File: src/rtl/act_pkg.sv
// Shared types and Q8.8 constants for the bias/activation stage.
package act_pkg;

  typedef enum logic [1:0] {
    READY = 2'd0,
    BUSY  = 2'd1,
    DRAIN = 2'd2
  } state_e;

  typedef enum logic [1:0] {
    ACT_PASS  = 2'd0,
    ACT_RELU  = 2'd1,
    ACT_HSIG  = 2'd2,
    ACT_HTANH = 2'd3
  } act_mode_e;

  localparam logic signed [15:0] Q_ONE     = 16'sd256;
  localparam logic signed [15:0] Q_HALF    = 16'sd128;
  localparam logic signed [15:0] Q_NEG_ONE = -16'sd256;

endpackage

File: src/rtl/hard_act.sv
// Combinational hard activation on a signed Q8.8 value.
module hard_act
  import act_pkg::*;
(
  input  act_mode_e          mode,
  input  logic signed [15:0] x,
  output logic signed [15:0] y
);

  logic signed [15:0] hsig;

  // Select the activation; the shift cannot overflow, so hsig fits in 16 bits.
  always_comb begin
    // NOTE: every output gets a default first so no path leaves it unassigned (no latch).
    y    = x;
    hsig = (x >>> 2) + Q_HALF;
    case (mode)
      ACT_PASS:  y = x;
      ACT_RELU:  y = x[15] ? 16'sd0 : x;
      ACT_HSIG: begin
        if (hsig < 16'sd0)      y = 16'sd0;
        else if (hsig > Q_ONE)  y = Q_ONE;
        else                    y = hsig;
      end
      ACT_HTANH: begin
        if (x < Q_NEG_ONE)      y = Q_NEG_ONE;
        else if (x > Q_ONE)     y = Q_ONE;
        else                    y = x;
      end
      default:   y = x;
    endcase
  end

endmodule

File: src/rtl/bias_act.sv
// Reads a Q8.8 vector plus bias, adds with saturation, applies a hard
// activation and writes the result through a 2-stage pipeline.
module bias_act
  import act_pkg::*;
#(
  parameter int LEN      = 4,
  parameter int IDX_BITS = 2
) (
  input  logic                clk,
  input  logic                rst_n,
  input  logic                start,
  input  logic [1:0]          mode,
  input  logic [15:0]         src_data,
  input  logic [15:0]         bias_data,
  output logic [IDX_BITS-1:0] src_sel,
  output logic [IDX_BITS-1:0] dst_sel,
  output logic [15:0]         dst_data,
  output logic                dst_write,
  output logic                ready,
  output logic                busy,
  output logic                done
);

  localparam logic [IDX_BITS-1:0] LAST_IDX = IDX_BITS'(LEN - 1);

  state_e              state, state_nxt;
  act_mode_e           mode_q;
  logic [IDX_BITS-1:0] cnt;
  logic                drain_cnt;

  logic signed [16:0]  sum;
  logic signed [15:0]  sat;
  logic signed [15:0]  s1_sat;
  logic                s1_valid;
  logic [IDX_BITS-1:0] s1_idx;
  logic signed [15:0]  act_y;

  // State register plus issue/drain counters and the mode latched at start.
  always_ff @(posedge clk or negedge rst_n) begin
    if (!rst_n) begin
      state     <= READY;
      mode_q    <= ACT_PASS;
      cnt       <= '0;
      drain_cnt <= 1'b0;
    end else begin
      // NOTE: sequential state uses non-blocking assignments so all registers update together.
      state <= state_nxt;
      case (state)
        READY: if (start) begin
          mode_q <= act_mode_e'(mode);
          cnt    <= '0;
        end
        BUSY:  begin
          if (cnt != LAST_IDX) cnt <= cnt + 1'b1;
          drain_cnt <= 1'b0;
        end
        DRAIN: drain_cnt <= ~drain_cnt;
        default: ;
      endcase
    end
  end

  // Next-state logic; issue stops at LEN-1 so the counter never wraps.
  always_comb begin
    state_nxt = state;
    case (state)
      READY:   if (start) state_nxt = BUSY;
      BUSY:    if (cnt == LAST_IDX) state_nxt = DRAIN;
      DRAIN:   if (drain_cnt) state_nxt = READY;
      default: state_nxt = READY;
    endcase
  end

  assign src_sel = (state == BUSY) ? cnt : '0;
  assign ready   = (state == READY);
  assign busy    = ~ready;
  assign done    = (state == DRAIN) && drain_cnt;

  // Saturating add: overflow shows as disagreement between the top two sum bits.
  always_comb begin
    sum = {src_data[15], src_data} + {bias_data[15], bias_data};
    if (sum[16] != sum[15]) sat = sum[16] ? 16'sh8000 : 16'sh7FFF;
    else                    sat = sum[15:0];
  end

  // Stage 1: capture the saturated sum for each issued element.
  always_ff @(posedge clk or negedge rst_n) begin
    if (!rst_n) begin
      s1_sat   <= '0;
      s1_valid <= 1'b0;
      s1_idx   <= '0;
    end else begin
      s1_sat   <= sat;
      s1_valid <= (state == BUSY);
      s1_idx   <= cnt;
    end
  end

  hard_act u_hard_act (
    .mode (mode_q),
    .x    (s1_sat),
    .y    (act_y)
  );

  // Stage 2: register the activated result and its write strobe.
  always_ff @(posedge clk or negedge rst_n) begin
    if (!rst_n) begin
      dst_data  <= '0;
      dst_sel   <= '0;
      dst_write <= 1'b0;
    end else begin
      dst_data  <= act_y;
      dst_sel   <= s1_idx;
      dst_write <= s1_valid;
    end
  end

endmodule

File: config.mk
export PLATFORM = sky130hd
export DESIGN_NAME = bias_act
export DESIGN_NICKNAME = d
export VERILOG_FILES = /design/src/rtl/act_pkg.sv /design/src/rtl/hard_act.sv /design/src/rtl/bias_act.sv
export SDC_FILE = /design/constraint.sdc
export NUM_CORES = 1
export LEC_CHECK = 0
export ABC_AREA = 1
export CAP_MARGIN = 20
export CORE_ASPECT_RATIO = 1.25
export CORE_MARGIN = 2
export CORE_UTILIZATION = 30
export DETAILED_ROUTE_END_ITERATION = 8
export PLACE_DENSITY = 0.5
export RECOVER_POWER = 25
export SLEW_MARGIN = 10
export SYNTH_ARGS = -nofsm -noshare
export SYNTH_HDL_FRONTEND = slang
export SYNTH_SLANG_ARGS = --single-unit
export TNS_END_PERCENT = 50
File: constraint.sdc
create_clock -name clk -period 3.4 [get_ports clk]
set_input_delay 0.51 -clock clk [delete_from_list [all_inputs] [get_ports clk]]
set_output_delay 0.51 -clock clk [all_outputs]
set_load 0.05 [all_outputs]
==> metrics.md, run 1 <==
| Metric | Value |
|---|---|
| Status | finished, violations left |
| Failing checks | capacitance limit, slew limit |
| Core area | 9610 µm² |
| Max-cap violations | 1 |
| Initial DRC Count | 41 |
| CP cell instances | clkdlybuf4s50_1 -> ha_1 -> fa_1 -> nand2_1 -> nand2_1 -> nand3_2 -> nand2_2 -> nand2_2 -> nand2_1 -> nand2_2 -> nand4_2 -> nand2_1 |
| Drt drc | 0 |
| CTS tree | yes |
| Tcrit/Tclk final | 0.706 |
| Vias | 2591 |
| Post-placement cell count | 582 |
| Hold Crit Class | reg2reg |
| Power density over the cells | 711 nW/µm² |
| Total power | 2.71 mW |
| CP max stage cell | clkdlybuf4s50_1 |
| Final Cell Area | 3810 µm² |
| Setup bufs post-CTS | 0 |
| Root Buffer | clkbuf_16 |
| Clock Latency Late Sink | 0.28 ns |
| Final Hold Viols | 0 |
| Max IR drop VDD | 0.217 mV |
| GR Util met1 | 0.124 |
| Largest delay share family, worst path | simple AND/OR/NAND/NOR gates |
| Die area | 10700 µm² |
| H-tree levels | 2 |
| Synthesized area | 2950 µm² |
| FF+latch count, synth | 45 |
| WL final | 6060 µm |
| Startpoint types | input port |
| Critical path required time | 3.60 ns |
| Setup crit end kind | flip-flop |
| Leak Pwr | 1.98 nW |
| Max_slew headroom | -0.515 |
| Antenna violations before repair | 0 |
| Die Wd | 92.7 µm |
| Pin count of the biggest net entering global routing | 46 |
| Final clock skew | 0.00500 ns |
| Setup total negative slack | 0 ns |
| Worst Path Max Fanout | 15 |
| Crit path DAT | 2.60 ns |
| Max frequency | 417 MHz |
| CTS clk-pin slew, worst paths | 0.06 ns |
| Clock buffer depth | 2 |
| Initial Util | 0.307 |
| WS Path Type | in2reg |
| HPWL after DPL | 5080 µm |
| Synth cell types | 29 |
| Nets | 522 |
| # setup viols final | 0 |
| CTS resizes | 0 |
| GRT busiest layer | met2 |
| Post-place setup slack | 0.676 ns |
| DRT Pass-1 Iters | 4 |
| Sequential element share of the synthesized area | 0.382 |
| Worst hold margin | 0.347 ns |
| TritonCTS buffer count | 5 |
| Cell mode on critical path | nand2_1 |
| Syn avg cell area | 7.40 µm² |
| First-pass GRT wire length | 10600 µm |
| IO buf count | 60 |
| Tmin final | 2.40 ns |
| Met3 usage | 0.0164 |
| Layout cell share with drive strength beyond 1 | 0.0733 |
| Worst-margin pin slew | 2.27 ns |
| Primary FF master, synth | dfrtp_1 |
| P&R area growth vs syn | 29.2% |
| Area after DPL | 3680 µm² |
| Final Max Slew Viols | 46 |
| Diode count | 0 |
| M2 GR Usage | 0.237 |
| Mapped Cells | 399 |
| Post-synth EDFFs | 0 |
| Synth Net Count | 458 |
| Post-CTS Hold Buffers | 0 |
| Total Routing Usage GR | 0.120 |
| Placer Congestion | 0.853 |
| Final Util | 0.397 |
| Grt total ovfl | 0 |
| Post-route antenna net violation count | 0 |
| Crit path buffers/inverters | 1 |
| CTS Sinks | 45 |
| Worst path max stage delay | 0.40 ns |
| Non-Filler Instances | 590 |
| Fillers | 1033 |
| Unrepaired setup endpoints after global routing | no |
| IO Pins | 61 |
| Final Worst Setup Slack | 1.00 ns |
| Yosys warnings | 0 |
| Average wire per standard cell | 10.3 µm |
| # rows | 40 |
| Number of global-route vias before repair | 2595 |
| Post-synth ARST share | 1.00 |
| Overall die height | 115 µm |
| Vias per inst | 4.39 |
## cell usage in the layout (no fill, tap or decap), drive strengths merged
cell and n:
a21o 1, a21oi 19, a22oi 2, and2 3, clkbuf 7, clkdlybuf4s50 59, clkinv 2, dfrtp 45
fa 1, ha 21, inv 60, nand2 138, nand3 31, nand4 5, nor2 36, nor3 2
o21a 3, o21ai 16, o21bai 1, or2 2, xnor2 1, xor2 9
## layout make-up
class | count | area [µm²] | area share
tap | 126 | 158 | 0.0413
inverter | 60 | 225 | 0.0590
clock inverter | 2 | 10.0 | 0.00262
multi-input combinational | 291 | 1570 | 0.412
sequential | 45 | 1130 | 0.295
timing repair buffer | 60 | 594 | 0.156
clock buffer | 6 | 129 | 0.0338
## kinds of logic after synthesis
logic type                 Yosys count  share of synthesized area
and+or+nand+nor                    217                      0.328
buffers and inverters               63                     0.0856
AOI/OAI and AO/OA                   42                     0.0797
adders and majority gates           22                     0.0958
xor gates and xnor gates            10                     0.0297
DFF                                 45                      0.382
## worst register-to-register path: cells and delay by family, from the launching register on
kind            cells  cell delay, ns
simple gates        7            0.80
fa+ha+maj           1            0.22
compound gates      1            0.22
flops               1            0.44
## Yosys cell counts, drive strengths merged (3+ instances only)
| library cell | count | area [µm²] |
|---|---|---|
| a21oi | 19 | 103 |
| and2 | 3 | 18.8 |
| buf | 3 | 27.5 |
| dfrtp | 45 | 1130 |
| ha | 21 | 263 |
| inv | 60 | 225 |
| nand2 | 138 | 568 |
| nand3 | 31 | 170 |
| nand4 | 5 | 37.5 |
| nor2 | 36 | 150 |
| o21a | 3 | 22.5 |
| o21ai | 16 | 80.1 |
| xor2 | 9 | 78.8 |
## state kept, by name, summed over array words and instances, names as in the netlist
| register | cells |
|---|---|
| cnt | 2 |
| drain_cnt | 1 |
| dst_data | 16 |
| dst_sel | 2 |
| dst_write | 1 |
| mode_q | 2 |
| s1_idx | 2 |
| s1_sat | 16 |
| s1_valid | 1 |
| state | 2 |
## worst paths after layout
check | cells past startpoint | from | slack, ns | end
worst min-delay path | 0 | s1_valid | 0.35 | dst_write
worst min register to register | 0 | s1_valid | 0.35 | dst_write
worst max-delay path | 12 | src_data[0] | 1.00 | s1_sat[5]
max in group asynchronous | 1 | rst_n | 1.20 | dst_data[12]
worst max register to register | 9 | s1_sat[10] | 1.63 | dst_data[7]
min in group asynchronous | 1 | rst_n | 0.91 | dst_data[1]
## per-layer routing
metal	up-vias	share of wire
met4	0	0.033
met2	65	0.52
met3	19	0.036
met1	1131	0.41
li1	1376	-
met5	-	0
## report_power, final
part / switching, mW / total [mW] / internal (mW)
logic: 0.928 / 1.41 / 0.483
clock network: 0.177 / 0.447 / 0.269
registers: 0.118 / 0.855 / 0.737
No activity file was read; power rests on OpenSTA's default activity.
==> run 2: changes to the inputs <==
==> constraint.sdc (replaced) <==
create_clock -name clk -period 2.5 [get_ports clk]
set_input_delay 0.375 -clock clk [delete_from_list [all_inputs] [get_ports clk]]
set_output_delay 0.375 -clock clk [all_outputs]
set_load 0.05 [all_outputs]
==> run 2 against run 1 <==
Compared with the run above:
- critical path type unchanged
- non-clock buffer count grew 2
- cell area rose by 0.43%
- wire length increased by 2.9%
- combinational power is 37% higher
- worst setup slack lost 0.79 ns
- count of clock-buffer cells in the layout stayed put
- register-to-register slack worse by 0.95 ns
- clock power grew 37%
- largest cell class unchanged
- the run now ends clean
- cell count rose by 0.34%
- hold slack lost 0.065 ns
==> metrics.md, run 2 (synthesis gave the netlist of run 1 again) <==
| Metric | Value |
|---|---|
| Status | complete, no violations |
| WS Path Type | in2reg |
| Biggest regs | dst_data x16, s1_sat x16 |
| First-pass GRT wire length | 10500 µm |
| Power density over the cells | 967 nW/µm² |
| Final Cell Area | 3830 µm² |
| Final Max Slew Viols | 0 |
| Max-cap violations | 0 |
| Post-route antenna net violation count | 0 |
| Tcrit/Tclk final | 0.914 |
| Met3 usage | 0.0203 |
| CTS resizes | 0 |
| M2 GR Usage | 0.241 |
| FF-to-FF path depth | 9 |
| # setup viols final | 0 |
| Pin count of the biggest net entering global routing | 46 |
| Worst-margin pin slew | 1.07 ns |
| Most common cell after layout, fill and taps aside | nand2_1 |
| CTS clk-pin slew, worst paths | 0.06 ns |
| Internal reg-to-reg setup slack | 0.68 ns |
| Overall die height | 115 µm |
| Average wire per standard cell | 10.5 µm |
| Placer Congestion | 0.858 |
| Crit path DAT | 2.49 ns |
| HPWL after DPL | 5140 µm |
| IO buf count | 60 |
| Nets | 524 |
| Number of global-route vias before repair | 2521 |
| Die Wd | 92.7 µm |
| Antenna violations before repair | 0 |
| CTS tree | yes |
| Reg2reg start | s1_sat[10] |
| GRT busiest layer | met2 |
| Root Buffer | clkbuf_16 |
| Max_slew headroom | 0.286 |
| Final Hold Viols | 0 |
| Initial DRC Count | 76 |
| Drt drc | 0 |
| Total Routing Usage GR | 0.124 |
| Clock Latency Late Sink | 0.28 ns |
| Total power | 3.70 mW |
| Final clock skew | 0.00301 ns |
| DRT Pass-1 Iters | 5 |
| Unrepaired setup endpoints after global routing | no |
| Hold Crit Class | in2async |
| Vias per inst | 4.41 |
| CTS Sinks | 45 |
| Clock buffer depth | 2 |
| Leak Pwr | 1.99 nW |
| Layout cell share with drive strength beyond 1 | 0.0794 |
| P&R area growth vs syn | 29.8% |
| Setup crit end kind | flip-flop |
| Initial Util | 0.307 |
| IO Pins | 61 |
| Worst R2R End | dst_data[7] |
| Vias | 2609 |
| # rows | 40 |
| Diode count | 0 |
| TritonCTS buffer count | 5 |
| Die area | 10700 µm² |
| Max IR drop VDD | 0.323 mV |
| Worst Path Max Fanout | 15 |
| Critical path required time | 2.71 ns |
| Grt total ovfl | 0 |
| GR Util met1 | 0.126 |
| Max frequency | 437 MHz |
| Tmin final | 2.29 ns |
| Setup bufs post-CTS | 0 |
| Most frequent cells in the layout | nand2_1 (122), inv_1 (60), clkdlybuf4s50_1 (59) |
| Area after DPL | 3690 µm² |
| Startpoint types | input port |
| H-tree levels | 2 |
| Core area | 9610 µm² |
| Post-CTS Hold Buffers | 0 |
| WL final | 6230 µm |
-- run 2: critical path, stage by stage --
cell and delay, ns:
clkdlybuf4s50_1 0.40, ha_1 0.23, fa_1 0.40, nand2_1 0.08
nand2_1 0.09, nand3_2 0.09, nand2_2 0.08, nand2_2 0.08
nand2_1 0.07, nand2_2 0.10, nand4_2 0.31, nand2_1 0.18
-- run 2: routing by layer --
metal	wire [µm]	vias up
met5	0	-
met4	164	0
met3	220	9
met2	3360	55
met1	2480	1167
li1	-	1378
-- run 2: worst max path at each step --
stage | start | to | slack (ns) | cells after the start
after global routing | src_data[0] | s1_sat[12] | 0.02 | 12
after floorplan | state[0] | state[0] | 0.56 | 7
after detailed placement | src_data[0] | s1_sat[0] | -0.1 | 12
after global placement | src_data[0] | s1_sat[4] | -0.06 | 12
final | src_data[0] | s1_sat[0] | 0.21 | 12
after CTS | src_data[0] | s1_sat[0] | 0.19 | 12
-- run 2: per-stage QoR --
stage	worst slack, ns	hold WS, ns	util	TNS (ns)	std cells
2_1_floorplan	0.557	0.0794	-	0	399
3_3_place_gp	-0.0606	0.333	0.384	-0.873	584
3_5_place_dp	-0.0951	0.336	0.384	-1.23	584
4_1_cts	0.192	0.282	0.399	0	592
5_1_grt	0.0224	0.356	0.399	0	592
6_report	0.214	0.282	0.399	0	592
-- run 2: area by class of cell --
class,instances,area [µm²]
Fill cell,1052,5780
Multi-Input combinational cell,291,1570
Sequential cell,45,1130
Timing Repair Buffer,62,611
Inverter,60,225
Tap cell,126,158
Clock buffer,6,129
Clock inverter,2,10.0
-- run 2: report_power, final --
part / total (mW) / switching (mW) / leakage [nW] / internal, mW
clock network: 0.611 / 0.245 / 0.0706 / 0.366
logic: 1.93 / 1.27 / 1.37 / 0.661
registers: 1.16 / 0.158 / 0.547 / 1.00
total: 3.70 / 1.67 / 1.99 / 2.03
